[src/rtl/wbu_pkg.sv]
// Shared constants and enums for the writeback-stage writer.
package wbu_pkg;

  localparam int XLEN       = 64;
  localparam int STARVE_MAX = 4;

  typedef enum logic [1:0] {
    SZ_B = 2'd0,
    SZ_H = 2'd1,
    SZ_W = 2'd2,
    SZ_D = 2'd3
  } size_e;

  typedef enum logic {
    NORMAL   = 1'b0,
    EXU_PRIO = 1'b1
  } arb_state_e;

endpackage

[src/rtl/wbu_load_ext.sv]
// Combinational load-data extractor: byte-shift the raw word, pick the access size, extend.
module wbu_load_ext
  import wbu_pkg::*;
#(
  parameter int W = XLEN
) (
  input  logic [63:0]  rdata,
  input  logic [2:0]   offset,
  input  size_e        size,
  input  logic         is_unsigned,
  output logic [W-1:0] data
);

  logic [63:0] shifted;
  logic        sext;

  // Bytes shifted in from above bit 63 are zero, which covers misaligned accesses.
  assign shifted = rdata >> {offset, 3'b000};
  assign sext    = ~is_unsigned;

  always_comb begin
    data = '0;
    case (size)
      SZ_B: data = {{(W-8){sext & shifted[7]}}, shifted[7:0]};
      SZ_H: data = {{(W-16){sext & shifted[15]}}, shifted[15:0]};
      SZ_W: data = {{(W-32){sext & shifted[31]}}, shifted[31:0]};
      SZ_D: data = W'(shifted);
    endcase
  end

endmodule

[src/rtl/wbu_writer.sv]
// Writeback writer: arbitrates EXU/LSU results, registers one RF write per cycle, counts retirements.
// Optional forwarding port enabled by defining WBU_BYPASS_EN.
//   state    | meaning
//   NORMAL   | LSU wins whenever it is valid
//   EXU_PRIO | EXU starved STARVE_MAX cycles; EXU wins its next valid cycle
module wbu_writer
  import wbu_pkg::*;
#(
  parameter int XLEN       = wbu_pkg::XLEN,
  parameter int STARVE_MAX = wbu_pkg::STARVE_MAX
) (
  input  logic            clk,
  input  logic            rst,
  input  logic            exu_valid,
  output logic            exu_ready,
  input  logic            exu_wen,
  input  logic [4:0]      exu_rdaddr,
  input  logic [XLEN-1:0] exu_result,
  input  logic            lsu_valid,
  output logic            lsu_ready,
  input  logic [4:0]      lsu_rdaddr,
  input  logic [63:0]     lsu_rdata,
  input  logic [2:0]      lsu_offset,
  input  logic [1:0]      lsu_size,
  input  logic            lsu_unsigned,
  output logic            RFwe,
  output logic [4:0]      rdaddr,
  output logic [XLEN-1:0] rd,
  output logic            wb_valid,
  output logic [63:0]     instret,
  output logic            byp_valid,
  output logic [4:0]      byp_addr,
  output logic [XLEN-1:0] byp_data
);

  localparam int CW = $clog2(STARVE_MAX + 1);
  localparam logic [CW-1:0] STARVE_LIM = CW'(STARVE_MAX);

  arb_state_e      state_q, state_d;
  logic [CW-1:0]   starve_q, starve_d;
  logic            exu_win;
  logic [XLEN-1:0] load_data;

  wbu_load_ext #(.W(XLEN)) u_load_ext (
    .rdata       (lsu_rdata),
    .offset      (lsu_offset),
    .size        (size_e'(lsu_size)),
    .is_unsigned (lsu_unsigned),
    .data        (load_data)
  );

  always_ff @(posedge clk) begin
    if (rst) begin
      state_q  <= NORMAL;
      starve_q <= '0;
    end else begin
      state_q  <= state_d;
      starve_q <= starve_d;
    end
  end

  // The state flips as the counter reaches the limit, so priority takes effect the very next cycle.
  always_comb begin
    exu_win   = exu_valid & (~lsu_valid | (state_q == EXU_PRIO));
    exu_ready = ~rst & exu_win;
    lsu_ready = ~rst & lsu_valid & ~exu_win;
    starve_d  = starve_q;
    state_d   = state_q;
    if (exu_ready) begin
      starve_d = '0;
      state_d  = NORMAL;
    end else if (exu_valid && starve_q != STARVE_LIM) begin
      starve_d = starve_q + 1'b1;
    end
    if (!exu_ready && starve_d == STARVE_LIM) state_d = EXU_PRIO;
  end

  always_ff @(posedge clk) begin
    if (rst) begin
      RFwe     <= 1'b0;
      rdaddr   <= '0;
      rd       <= '0;
      wb_valid <= 1'b0;
      instret  <= '0;
    end else begin
      wb_valid <= exu_ready | lsu_ready;
      RFwe     <= exu_ready ? (exu_wen && exu_rdaddr != 5'd0)
                            : (lsu_ready && lsu_rdaddr != 5'd0);
      if (exu_ready) begin
        rdaddr <= exu_rdaddr;
        rd     <= exu_result;
      end else if (lsu_ready) begin
        rdaddr <= lsu_rdaddr;
        rd     <= load_data;
      end
      if (exu_ready | lsu_ready) instret <= instret + 64'd1;
    end
  end

`ifdef WBU_BYPASS_EN
  assign byp_valid = RFwe;
  assign byp_addr  = rdaddr;
  assign byp_data  = rd;
`else
  assign byp_valid = 1'b0;
  assign byp_addr  = '0;
  assign byp_data  = '0;
`endif

endmodule

[config.mk]
export PLATFORM = sky130hd
export DESIGN_NAME = wbu_writer
export DESIGN_NICKNAME = d
export VERILOG_FILES = /design/src/rtl/wbu_pkg.sv /design/src/rtl/wbu_load_ext.sv /design/src/rtl/wbu_writer.sv
export SDC_FILE = /design/constraint.sdc
export NUM_CORES = 1
export LEC_CHECK = 0
export CORE_ASPECT_RATIO = 1.25
export CORE_MARGIN = 5
export CORE_UTILIZATION = 47
export CTS_CLUSTER_SIZE = 25
export DETAILED_ROUTE_END_ITERATION = 8
export GPL_ROUTABILITY_DRIVEN = 1
export PLACE_DENSITY = 0.88
export SLEW_MARGIN = 20
export SYNTH_ARGS = -nofsm -noshare
export SYNTH_HDL_FRONTEND = slang
export SYNTH_SLANG_ARGS = --single-unit
export TNS_END_PERCENT = 5
[constraint.sdc]
create_clock -name clk -period 5.3 [get_ports clk]
set_input_delay 1.59 -clock clk [delete_from_list [all_inputs] [get_ports clk]]
set_output_delay 1.59 -clock clk [all_outputs]
set_load 0.02 [all_outputs]
=== Word level (Yosys, flattened, before mapping) ===
Index checks and enable logic that the tools add are counted.

* Bits in registers: 139
* Input bits: 149
* Output and inout bits: 207
* Logic and storage cells: 48

* Add/sub/neg operators: 2
* Equality and inequality tests: 5
* Shift operators: 1
* Muxes and demuxes: 10
* Bitwise operators: 13
* Reduce and logical (&&, ||, !) cells: 10

{| class="wikitable"
|+ Operators with widths
! kind !! number
|-
| one-hot mux 64 bit (4 select lines) || 1
|-
| two-way mux 64 bit || 2
|-
| adder 64 x 1 -> 64 bit, second input constant || 1
|-
| >> shifter 64 x 6 -> 64 bit || 1
|-
| two-way mux 5 bit || 2
|-
| nonzero test 5 bit || 2
|-
| AND 1 bit || 7
|-
| two-way mux 3 bit || 2
|-
| equality test 2 bit, second input constant || 2
|-
| logical AND 1 bit || 4
|-
| NOT 1 bit || 4
|-
| nonzero test 2 bit || 2
|-
| adder 3 x 1 -> 3 bit, second input constant || 1
|-
| equality test 3 bit, second input constant || 1
|-
| two-way mux 1 bit || 3
|-
| != test 3 bit, second input constant || 1
|-
| equality test 2 x 1 -> 1 bit, second input constant || 1
|-
| zero test 2 bit || 1
|-
| bitwise OR 1 bit || 2
|-
| zero test 1 bit || 1
|}

=== Longest topological paths before layout ===
* Word-level depth: 8
* Mapped depth: 10
* Mapped depth without buffers: 7

=== Hierarchy ===
From an unflattened synthesis, not the netlist that was laid out.

* Cells, all modules: 1,053
* Area, all modules: 9,430.3 um^2

{| class="wikitable"
|+ Modules (own cells, without submodules)
! module !! instances !! cells an instance !! area each (um^2) !! sequential area each (um^2)
|-
| wbu_writer || 1 || 795 || 6,886.6 || 2,782.7
|-
| wbu_load_ext || 1 || 258 || 2,543.7 || 0.0
|}

=== Least setup slack after synthesis ===
Ideal clock, no wire load.

* Path kind: in2out
* Start point: input port exu_valid
* End point: output port exu_ready
* Data arrival time: 3.206 ns
* Data required time: 3.710 ns
* Path slack: 0.504 ns
* Stages: 7
* Cell sequence: buf_2 -> inv_1 -> a21oi_1 -> nand2_1 -> inv_1 -> clkbuf_1 -> clkbuf_1

* Cells in the longest elaborated chain, start to end: 2

{| class="wikitable"
|+ RTL lines
! item !! RTL line !! source
|-
| from (decl) || wbu_writer.sv:14 || <nowiki>input logic exu_valid,</nowiki>
|-
| AND 1 bit || wbu_writer.sv:64 || <nowiki>exu_win = exu_valid & (~lsu_valid | (state_q == EXU_PRIO));</nowiki>
|-
| AND 1 bit || wbu_writer.sv:65 || <nowiki>exu_ready = ~rst & exu_win;</nowiki>
|-
| to (decl) || wbu_writer.sv:15 || <nowiki>output logic exu_ready,</nowiki>
|}

No other way between the ends.

=== Worst setup path after layout ===
Ends and elaborated chain as after synthesis.

==> metrics.yaml <==
cp-startpoint: "exu_valid"
ys_seq_area_share_pct: 33.4
timing.final.crit_share_pct: 97.4
seq_power_share_pct: 38.5
p_leak_nw: 4.30
insertion_delay_ps: 430
r2r_start: "instret[6]$_SDFFE_PP0P_"
drt.antenna.violating_nets: 0
synth.area.top_cells: "dfxtp_1 (33%), buf_4 (6.3%), mux2i_1 (5.3%)"
maxCapViolations: 0
max-slew-margin-rel_pct: 38.8
cp-endpoint: "exu_ready"
cts_tree: "done"
ctsHtreeMaxLevel: 4
die_x_um: 129
end_kind: "output pin"
r2r_setup_slack_ps: 1960
synth_common_cells: "dfxtp_1 (139), nand2_1 (103), buf_4 (70), o21ai_0 (67), a21oi_1 (64)"
synthToLayoutAreaGrowth_pct: 40.0
power.switching_w: 0.000907
netlist_instances: 1016
ios: 356
synth.distinct_cells: 58
vias: 8763
root_buffer: "clkbuf_16"
arrival_ps: 3570
core_region_area_mm2: 0.0174
peakVddDrop_v: 0.000195
std_cell_rows: 54
setup_viol: 0
postCtsSetupBuffers: 0
wire_per_inst_um: 20.3
dpl.hpwl_mm: 23.0
grt_pass1_wl_mm: 46.5
cts_resized: 0
initial_core_util_pct: 47.9
die_y_um: 159
fin_skew_ps: 11.8
min_path_type: "reg -> reg"
clk_pin_slew_ps: 60
drcViolationCount: 0
power_density_mw_per_mm2: 249
cp_max_fo: 8
drt_first_pass_iters: 5
synth_top_area_share_pct: 33.4
hold_violations: 0
antenna_found_initial: 0
critPathLaunchType: "input pin"
grt_use_total_pct: 28.5
drive_gt1_share_pct: 7.87
io_buffer_count: 285
reg2reg_to: "instret[50]$_SDFFE_PP0P_"
ctsHoldBuffers: 0
synth_edf_count: 0
finalCriticalPeriod_ps: 5160
finalSetupTns_ps: 0
synthesis.area_mm2: 0.00834
synth_area_leader_cell: "dfxtp_1"
intPower_w: 0.00200
maxSlewViolCount: 0
ys_seq_elements: 139
dieArea_mm2: 0.0205
rsz0062_at_grt: "false"
cts_buffers: 17
drt_iter0_markers: 831
async_reset_ff_share_pct: 0
fin_nets: 1423
drt-total-wl_mm: 30.6
grt_max_degree: 85
yosys_warnings: 0
ctsLongestPathBuffers: 2
ff2ff_path_depth: 5
post-route-util_pct: 67.0
status: "complete, no violations"
max_clock_freq_mhz: 194
tightest_slew_ps: 917
p_clk_share_pct: 39.2
power_frac_comb_pct: 22.4
swShare_pct: 31.2
yosys_most_used_dff: "dfxtp_1"
synth.avg_cell_area_um2: 8.21
gp_congestion: 0.999
cts.sinks: 139
grt_pass1_vias: 8624
yosysMostFrequentCell: "dfxtp_1"
n_antenna_cell: 0
drt-vias-per-instance: 5.81
grt_overflow: 0
path_class: "in -> out"
required_ps: 3710
[cells in the final DEF (no fill, tap or decap), types with 25 or more instances in the layout]
| master | n |
|---|---|
| clkdlybuf4s50_1 | 282 |
| dfxtp_1 | 139 |
| nand2_1 | 103 |
| conb_1 | 70 |
| o21ai_0 | 67 |
| a21oi_1 | 64 |
| nor2_1 | 60 |
| mux2i_1 | 44 |
| a211oi_1 | 29 |
| buf_4 | 27 |
| o22ai_1 | 26 |
| xnor2_1 | 26 |
| nand3_1 | 25 |
[state kept, by name, summed over array words and instances, names as in the netlist]
signal    cells
wb_valid      1
state_q       1
RFwe          1
rdaddr        5
starve_q      3
instret      64
rd           64
[per-layer routing]
layer	vias to the layer above	share of wire, %	track usage, %
li1	4104	-	-
met1	4097	37	32.3
met2	486	50	50.0
met3	76	8.6	6.74
met4	0	4.2	12.8
met5	-	0	0
[worst min-delay path by stage]
stage                              start                    to  slack (ps)  cells past startpoint
floorplan           state_q$_SDFFE_PP0P_  state_q$_SDFFE_PP0P_         490                      2
global placement     rd[14]$_SDFFE_PP0P_   rd[14]$_SDFFE_PP0P_         430                      2
detailed placement   rd[13]$_SDFFE_PP0P_   rd[13]$_SDFFE_PP0P_         440                      2
CTS                  rd[13]$_SDFFE_PP0P_   rd[13]$_SDFFE_PP0P_         450                      2
global route          rd[5]$_SDFFE_PP0P_    rd[5]$_SDFFE_PP0P_         490                      2
finish               rd[13]$_SDFFE_PP0P_   rd[13]$_SDFFE_PP0P_         450                      2
[stage by stage]
stage	setup slack [ps]	cells	hold WS, ps	total power [W]	instance area [um^2]
2_1_floorplan	504	1085	488	0.00151	8600
3_3_place_gp	209	1476	433	0.00177	11100
3_5_place_dp	196	1476	436	0.00178	11100
4_1_cts	160	1508	447	0.00291	11700
5_1_grt	49.4	1508	486	0.00301	11700
6_report	139	1508	445	0.00291	11700
[cells by family (layout without fill, tap and decap cells)]
| family | count (synthesis) | after routing | share of synthesized area [%] |
|---|---|---|---|
| and+or+nand+nor | 330 | 330 | 19.9 |
| other | 1 | 70 | 0.0450 |
| muxes | 71 | 71 | 10.4 |
| buffers and inverters | 166 | 365 | 10.9 |
| adders and majority gates | 3 | 3 | 0.450 |
| xor gates and xnor gates | 32 | 32 | 3.36 |
| AOI/OAI and AO/OA | 274 | 274 | 21.5 |
| DFF | 139 | 139 | 33.4 |
[layout make-up]
cell class              count  area, um^2
clock inverters            15         133
clock buffers              17         425
repair buffers            311        3040
fillers                  1427        5750
well taps                 224         280
multi-input cells         780        4940
flip-flops and latches    139        2780
inverters                  22        82.6
[power groups by stage]
stage / Sequential [W] / Combinational (W) / Clock [W]
CTS: 0.00112 / 0.000644 / 0.00115
global placement: 0.00114 / 0.000634 / 0
global route: 0.00112 / 0.000686 / 0.00120
floorplan: 0.00119 / 0.000317 / 0
finish: 0.00112 / 0.000650 / 0.00114
detailed placement: 0.00114 / 0.000640 / 0
[critical path: stages]
cell and delay (ps):
clkdlybuf4s50_1 710, inv_1 140, a21oi_1 200, nand2_1 200, inv_1 120, clkdlybuf4s50_1 610
No activity file was read; power rests on OpenSTA's default activity.
==> RTL edit 1: new RTL, config.mk and constraints unchanged <==
Set the package constant `XLEN` to 32 (it was 64).
--- a/src/rtl/wbu_pkg.sv
+++ b/src/rtl/wbu_pkg.sv
@@ -1,7 +1,7 @@
 // Shared constants and enums for the writeback-stage writer.
 package wbu_pkg;
 
-  localparam int XLEN       = 64;
+  localparam int XLEN       = 32;
   localparam int STARVE_MAX = 4;
 
   typedef enum logic [1:0] {
Ports: changed (resized byp_data, exu_result and rd); port bits go from 356 to 260. No check against the original RTL was run, so the function may have changed too.
==> RTL edit 1 against the unedited design <==
  * Critical path depth stayed put
  * Sequential cell count is 32 lower
  * Via count is 18% lower
  * Wire length is 24% lower
  * Combinational power is 28% lower
  * Critical endpoint is now lsu_ready
  * Final area is 20% lower
  * Count of clock-buffer cells in the layout is 8 lower
  * Non-clock buffer count is 77 lower
  * Worst setup slack better by 360 ps
  * Synthesized area is 18% lower
  * Largest power group is now registers
  * Synthesized cell count is 19% lower
  * Sequential power is 23% lower
  * Power is 29% lower
==> RTL edit 1: results (changes against the unedited design) <==
\begin{tabular}{lr}
\hline
Metric & Value \\
\hline
\multicolumn{2}{l}{\textbf{Placement}} \\
\quad Placed Instance Area & 8960 um2 (-19\%) \\
\quad \# port buffers & 221 (-22\%) \\
\quad Post-DP HPWL & 17.7 mm (-23\%) \\
\quad Final GP Congestion & 0.983 (-1.7\%) \\
\quad Worst-case setup slack after placement & 488 ps (+292 ps) \\
\multicolumn{2}{l}{\textbf{Yosys}} \\
\quad Fraction of the mapped netlist area in compound gates & 0.221 (+0.00589) \\
\quad Proportion of synthesized area in mux cells & 0.134 (+0.0300) \\
\quad Average cell area after synthesis & 8.36 um2 (+1.8\%) \\
\quad Post-synthesis adder-cell area fraction & 0.00548 (+0.000983) \\
\quad Area fraction of the dominant cell type after synthesis & 0.313 (-0.0207) \\
\quad Ranking of synthesized cells by area & sky130\_fd\_sc\_hd\_\_dfxtp\_1 31\%, sky130\_fd\_sc\_hd\_\_mux2i\_1 8.5\%, sky130\_fd\_sc\_hd\_\_a21oi\_1 6.3\% \\
\quad Number of distinct library cell variants in the gate-level netlist after synthesis & 65 (+12\%) \\
\multicolumn{2}{l}{\textbf{STA}} \\
\quad Tightest slew margin relative to the limit & 0.314 (-0.0747) \\
\quad Clk\_skew & 12.2 ps (+0.377 ps) \\
\multicolumn{2}{l}{\textbf{CTS}} \\
\quad CTS Buf Count & 9 (-8) \\
\quad Worst skew pair latency & 360 ps (-70 ps) \\
\multicolumn{2}{l}{\textbf{GRT}} \\
\quad Met3 usage in global routing & 0.0821 (+0.0147) \\
\quad GRT Resource Usage Total & 0.257 (-0.0278) \\
\quad Pin count of the biggest net entering global routing & 71 (-16\%) \\
\quad Global routing usage on met1 & 0.278 (-0.0445) \\
\multicolumn{2}{l}{\textbf{Route}} \\
\quad Total routed wire length on the met1 layer & 8.23 mm (-27\%) \\
\quad Met3 wire length & 2.23 mm (-15\%) \\
\quad DRT iter0 DRCs & 669 (-19\%) \\
\quad Amount of wire on met2 after detailed routing & 11.7 mm (-24\%) \\
\multicolumn{2}{l}{\textbf{Final layout}} \\
\quad Leading registers by flop count & instret (64), rd (32), rdaddr (5) \\
\quad Layout cell share with drive strength beyond 1 & 0.0623 (-0.0163) \\
\multicolumn{2}{l}{\textbf{Critical path}} \\
\quad Critical path peak fanout & 3 (-5) \\
\multicolumn{2}{l}{\textbf{Power and ir drop}} \\
\quad Switching pwr & 615 uW (-32\%) \\
\quad Leakage Power & 3.41 nW (-21\%) \\
\multicolumn{2}{l}{\textbf{Outcome}} \\
\quad Outcome & finished clean \\
\hline
\end{tabular}
==> RTL edit 1: cell count changes after synthesis, sizes merged, moves of 21 or more <==
cell	unedited run	this run
a211oi	30	8
a21oi	64	86
buf	90	66
clkbuf	54	29
dfxtp	139	107
nand2	103	44
o21ai	68	36
xnor2	26	5
==> RTL edit 1: kinds of logic after synthesis <==
family,Yosys count
AND/OR/NAND/NOR,266
adder cells (fa/ha/maj),3
other,1
AO/OA/AOI/OAI,237
flip-flops,107
XOR/XNOR,20
multiplexers,73
buffers and inverters,112
==> RTL edit 1: worst paths after layout <==
| path | startpoint | endpoint | slack [ps] | cells past startpoint |
|---|---|---|---|---|
| worst max-delay path | lsu_valid | lsu_ready | 500 | 6 |
| worst min-delay path | rd[21] | rd[21] | 460 | 1 |
| worst max register to register | instret[6] | instret[46] | 2330 | 5 |
| worst min register to register | rd[21] | rd[21] | 460 | 1 |
==> RTL edit 1: cell type report <==
| cell class | instances | area, um2 | share of cell area |
|---|---|---|---|
| inverter | 17 | 63.8 | 0.00687 |
| clock buffer | 9 | 225 | 0.0243 |
| tap | 178 | 223 | 0.0240 |
| timing repair buffer | 234 | 2290 | 0.247 |
| sequential | 107 | 2140 | 0.231 |
| multi-input combinational | 637 | 4240 | 0.456 |
| clock inverter | 7 | 98.8 | 0.0106 |
==> RTL edit 1: worst max-delay path, stage by stage <==
cell and delay [ps]:
sky130_fd_sc_hd__clkdlybuf4s50_1 580, sky130_fd_sc_hd__nand2b_1 80, sky130_fd_sc_hd__nand3_1 120, sky130_fd_sc_hd__nand2_1 100
sky130_fd_sc_hd__clkinv_1 120, sky130_fd_sc_hd__clkdlybuf4s50_1 620
==> RTL edit 2: new RTL, config.mk and constraints unchanged <==
Made on the original files. Reset style: asynchronous (`rst`), changed in 2 clocked blocks.
--- a/src/rtl/wbu_writer.sv
+++ b/src/rtl/wbu_writer.sv
@@ -49,7 +49,7 @@
     .data        (load_data)
   );
 
-  always_ff @(posedge clk) begin
+  always_ff @(posedge clk or posedge rst) begin
     if (rst) begin
       state_q  <= NORMAL;
       starve_q <= '0;
@@ -75,7 +75,7 @@
     if (!exu_ready && starve_d == STARVE_LIM) state_d = EXU_PRIO;
   end
 
-  always_ff @(posedge clk) begin
+  always_ff @(posedge clk or posedge rst) begin
     if (rst) begin
       RFwe     <= 1'b0;
       rdaddr   <= '0;
Formal check against the unedited RTL: differs if rst is asserted again (counterexample within 4 cycles, from zero or initial values and one cycle with rst high); with rst held inactive, the same outputs for 4 cycles.
==> RTL edit 2 against the unedited design <==
  * Final area grew 3.8%
  * Worst setup slack gained 460 ps
  * Sequential share of layout area grew 4.9 points
  * Sequential cell count is the same
  * Non-clock buffer count shrank 10
  * Highest routed layer unchanged
  * Wire length shrank 0.14%
  * Power grew 27%
  * Synthesized area grew 5.3%
  * Sequential power grew 18%
  * Cell count shrank 7.8%
==> RTL edit 2: results (changes against the unedited design) <==
\begin{tabular}{lr}
\hline
Metric & Value \\
\hline
\multicolumn{2}{l}{\textbf{Outcome}} \\
\quad Outcome & finished clean \\
\multicolumn{2}{l}{\textbf{Final layout}} \\
\quad Total inserted antenna cells & 2 (+2) \\
\quad Clock tree buffer count of the final layout & 18 (+1) \\
\quad Multi-input logic area & 4680 um2 (-5.2\%) \\
\quad Final design instance area without fill & 12,100 um2 (+3.8\%) \\
\quad Number of ordinary and repair buffers in the finished layout & 301 (-3.2\%) \\
\quad Non-Clock Inverter Count & 32 (+45\%) \\
\quad Layout cell share with drive strength beyond 1 & 0.0959 (+0.0173) \\
\multicolumn{2}{l}{\textbf{GRT}} \\
\quad Met3 usage in global routing & 0.0667 (-0.000701) \\
\quad Number of global-route vias before repair & 8,214 (-4.8\%) \\
\quad Initial antenna violation count & 2 (+2) \\
\quad Pin count of the biggest net entering global routing & 56 (-34\%) \\
\quad Met2 Use GR & 0.463 (-0.0370) \\
\multicolumn{2}{l}{\textbf{Placement}} \\
\quad Final GP Congestion & 0.971 (-2.9\%) \\
\multicolumn{2}{l}{\textbf{Route}} \\
\quad Vias per Instance & 5.91 (+1.7\%) \\
\quad Avg WL per Cell & 22.0 um (+8.3\%) \\
\multicolumn{2}{l}{\textbf{Yosys}} \\
\quad Share of the yosys chip area belonging to registers & 0.396 (+0.0624) \\
\quad Proportion of synthesized area in mux cells & 0.118 (+0.0143) \\
\quad Number of distinct library cell variants in the gate-level netlist after synthesis & 57 (-1.7\%) \\
\quad Share of async-settable or async-resettable flops after synthesis & 1.00 (+1.00) \\
\quad Average cell area after synthesis & 9.95 um2 (+21\%) \\
\quad Ranking of synthesized cells by area & sky130\_fd\_sc\_hd\_\_dfrtp\_1 40\%, sky130\_fd\_sc\_hd\_\_mux4\_2 7.4\%, sky130\_fd\_sc\_hd\_\_buf\_4 6.2\% \\
\quad Post-synthesis adder-cell area fraction & 0.00427 (-0.000226) \\
\quad Fraction of the mapped netlist area in compound gates & 0.169 (-0.0463) \\
\quad Top cells by count, synth & 139 x sky130\_fd\_sc\_hd\_\_dfrtp\_1, 72 x sky130\_fd\_sc\_hd\_\_buf\_4, 68 x sky130\_fd\_sc\_hd\_\_nand2\_1 \\
\multicolumn{2}{l}{\textbf{Power and ir drop}} \\
\quad Maximum ir drop on the vdd rail & 0.000247 V (+26\%) \\
\multicolumn{2}{l}{\textbf{Critical path}} \\
\quad Crit path capture & lsu\_ready \\
\quad Critical path peak fanout & 4 (-4) \\
\quad Delay of the slowest cell on the worst path & 590 ps (-120 ps) \\
\quad R2R setup slack & 2690 ps (+730 ps) \\
\quad Launch instance of the worst register-to-register path & instret[8] \\
\multicolumn{2}{l}{\textbf{STA}} \\
\quad Period utilization & 0.888 (-0.0859) \\
\multicolumn{2}{l}{\textbf{Min path}} \\
\quad Startpoint of the most critical hold path & instret[63] \\
\quad Worst hold path depth & 1 (-1) \\
\quad Worst hold path endpoint & instret[63] \\
\hline
\end{tabular}
==> RTL edit 2: cell types whose count changed after synthesis, moves of 16 or more <==
cell and change:
sky130_fd_sc_hd__dfrtp_1 +139, sky130_fd_sc_hd__dfxtp_1 -139, sky130_fd_sc_hd__o21ai_0 -57, sky130_fd_sc_hd__nand2_1 -35, sky130_fd_sc_hd__nor2_1 -26, sky130_fd_sc_hd__xor2_1 +25
sky130_fd_sc_hd__o22ai_1 +24, sky130_fd_sc_hd__a21oi_1 -23, sky130_fd_sc_hd__or3_1 -22, sky130_fd_sc_hd__a211oi_1 -21, sky130_fd_sc_hd__clkbuf_1 -21, sky130_fd_sc_hd__mux4_2 +18
sky130_fd_sc_hd__a22oi_1 +17, sky130_fd_sc_hd__a21boi_0 +16
==> RTL edit 2: cell families (layout without fill, tap and decap cells) <==
group	Yosys count	in the layout
simple gates	235	235
mux	67	67
xor+xnor	65	65
flops	139	139
fa+ha+maj	3	3
compound gates	213	213
buf+inv	160	365
other cells	1	72
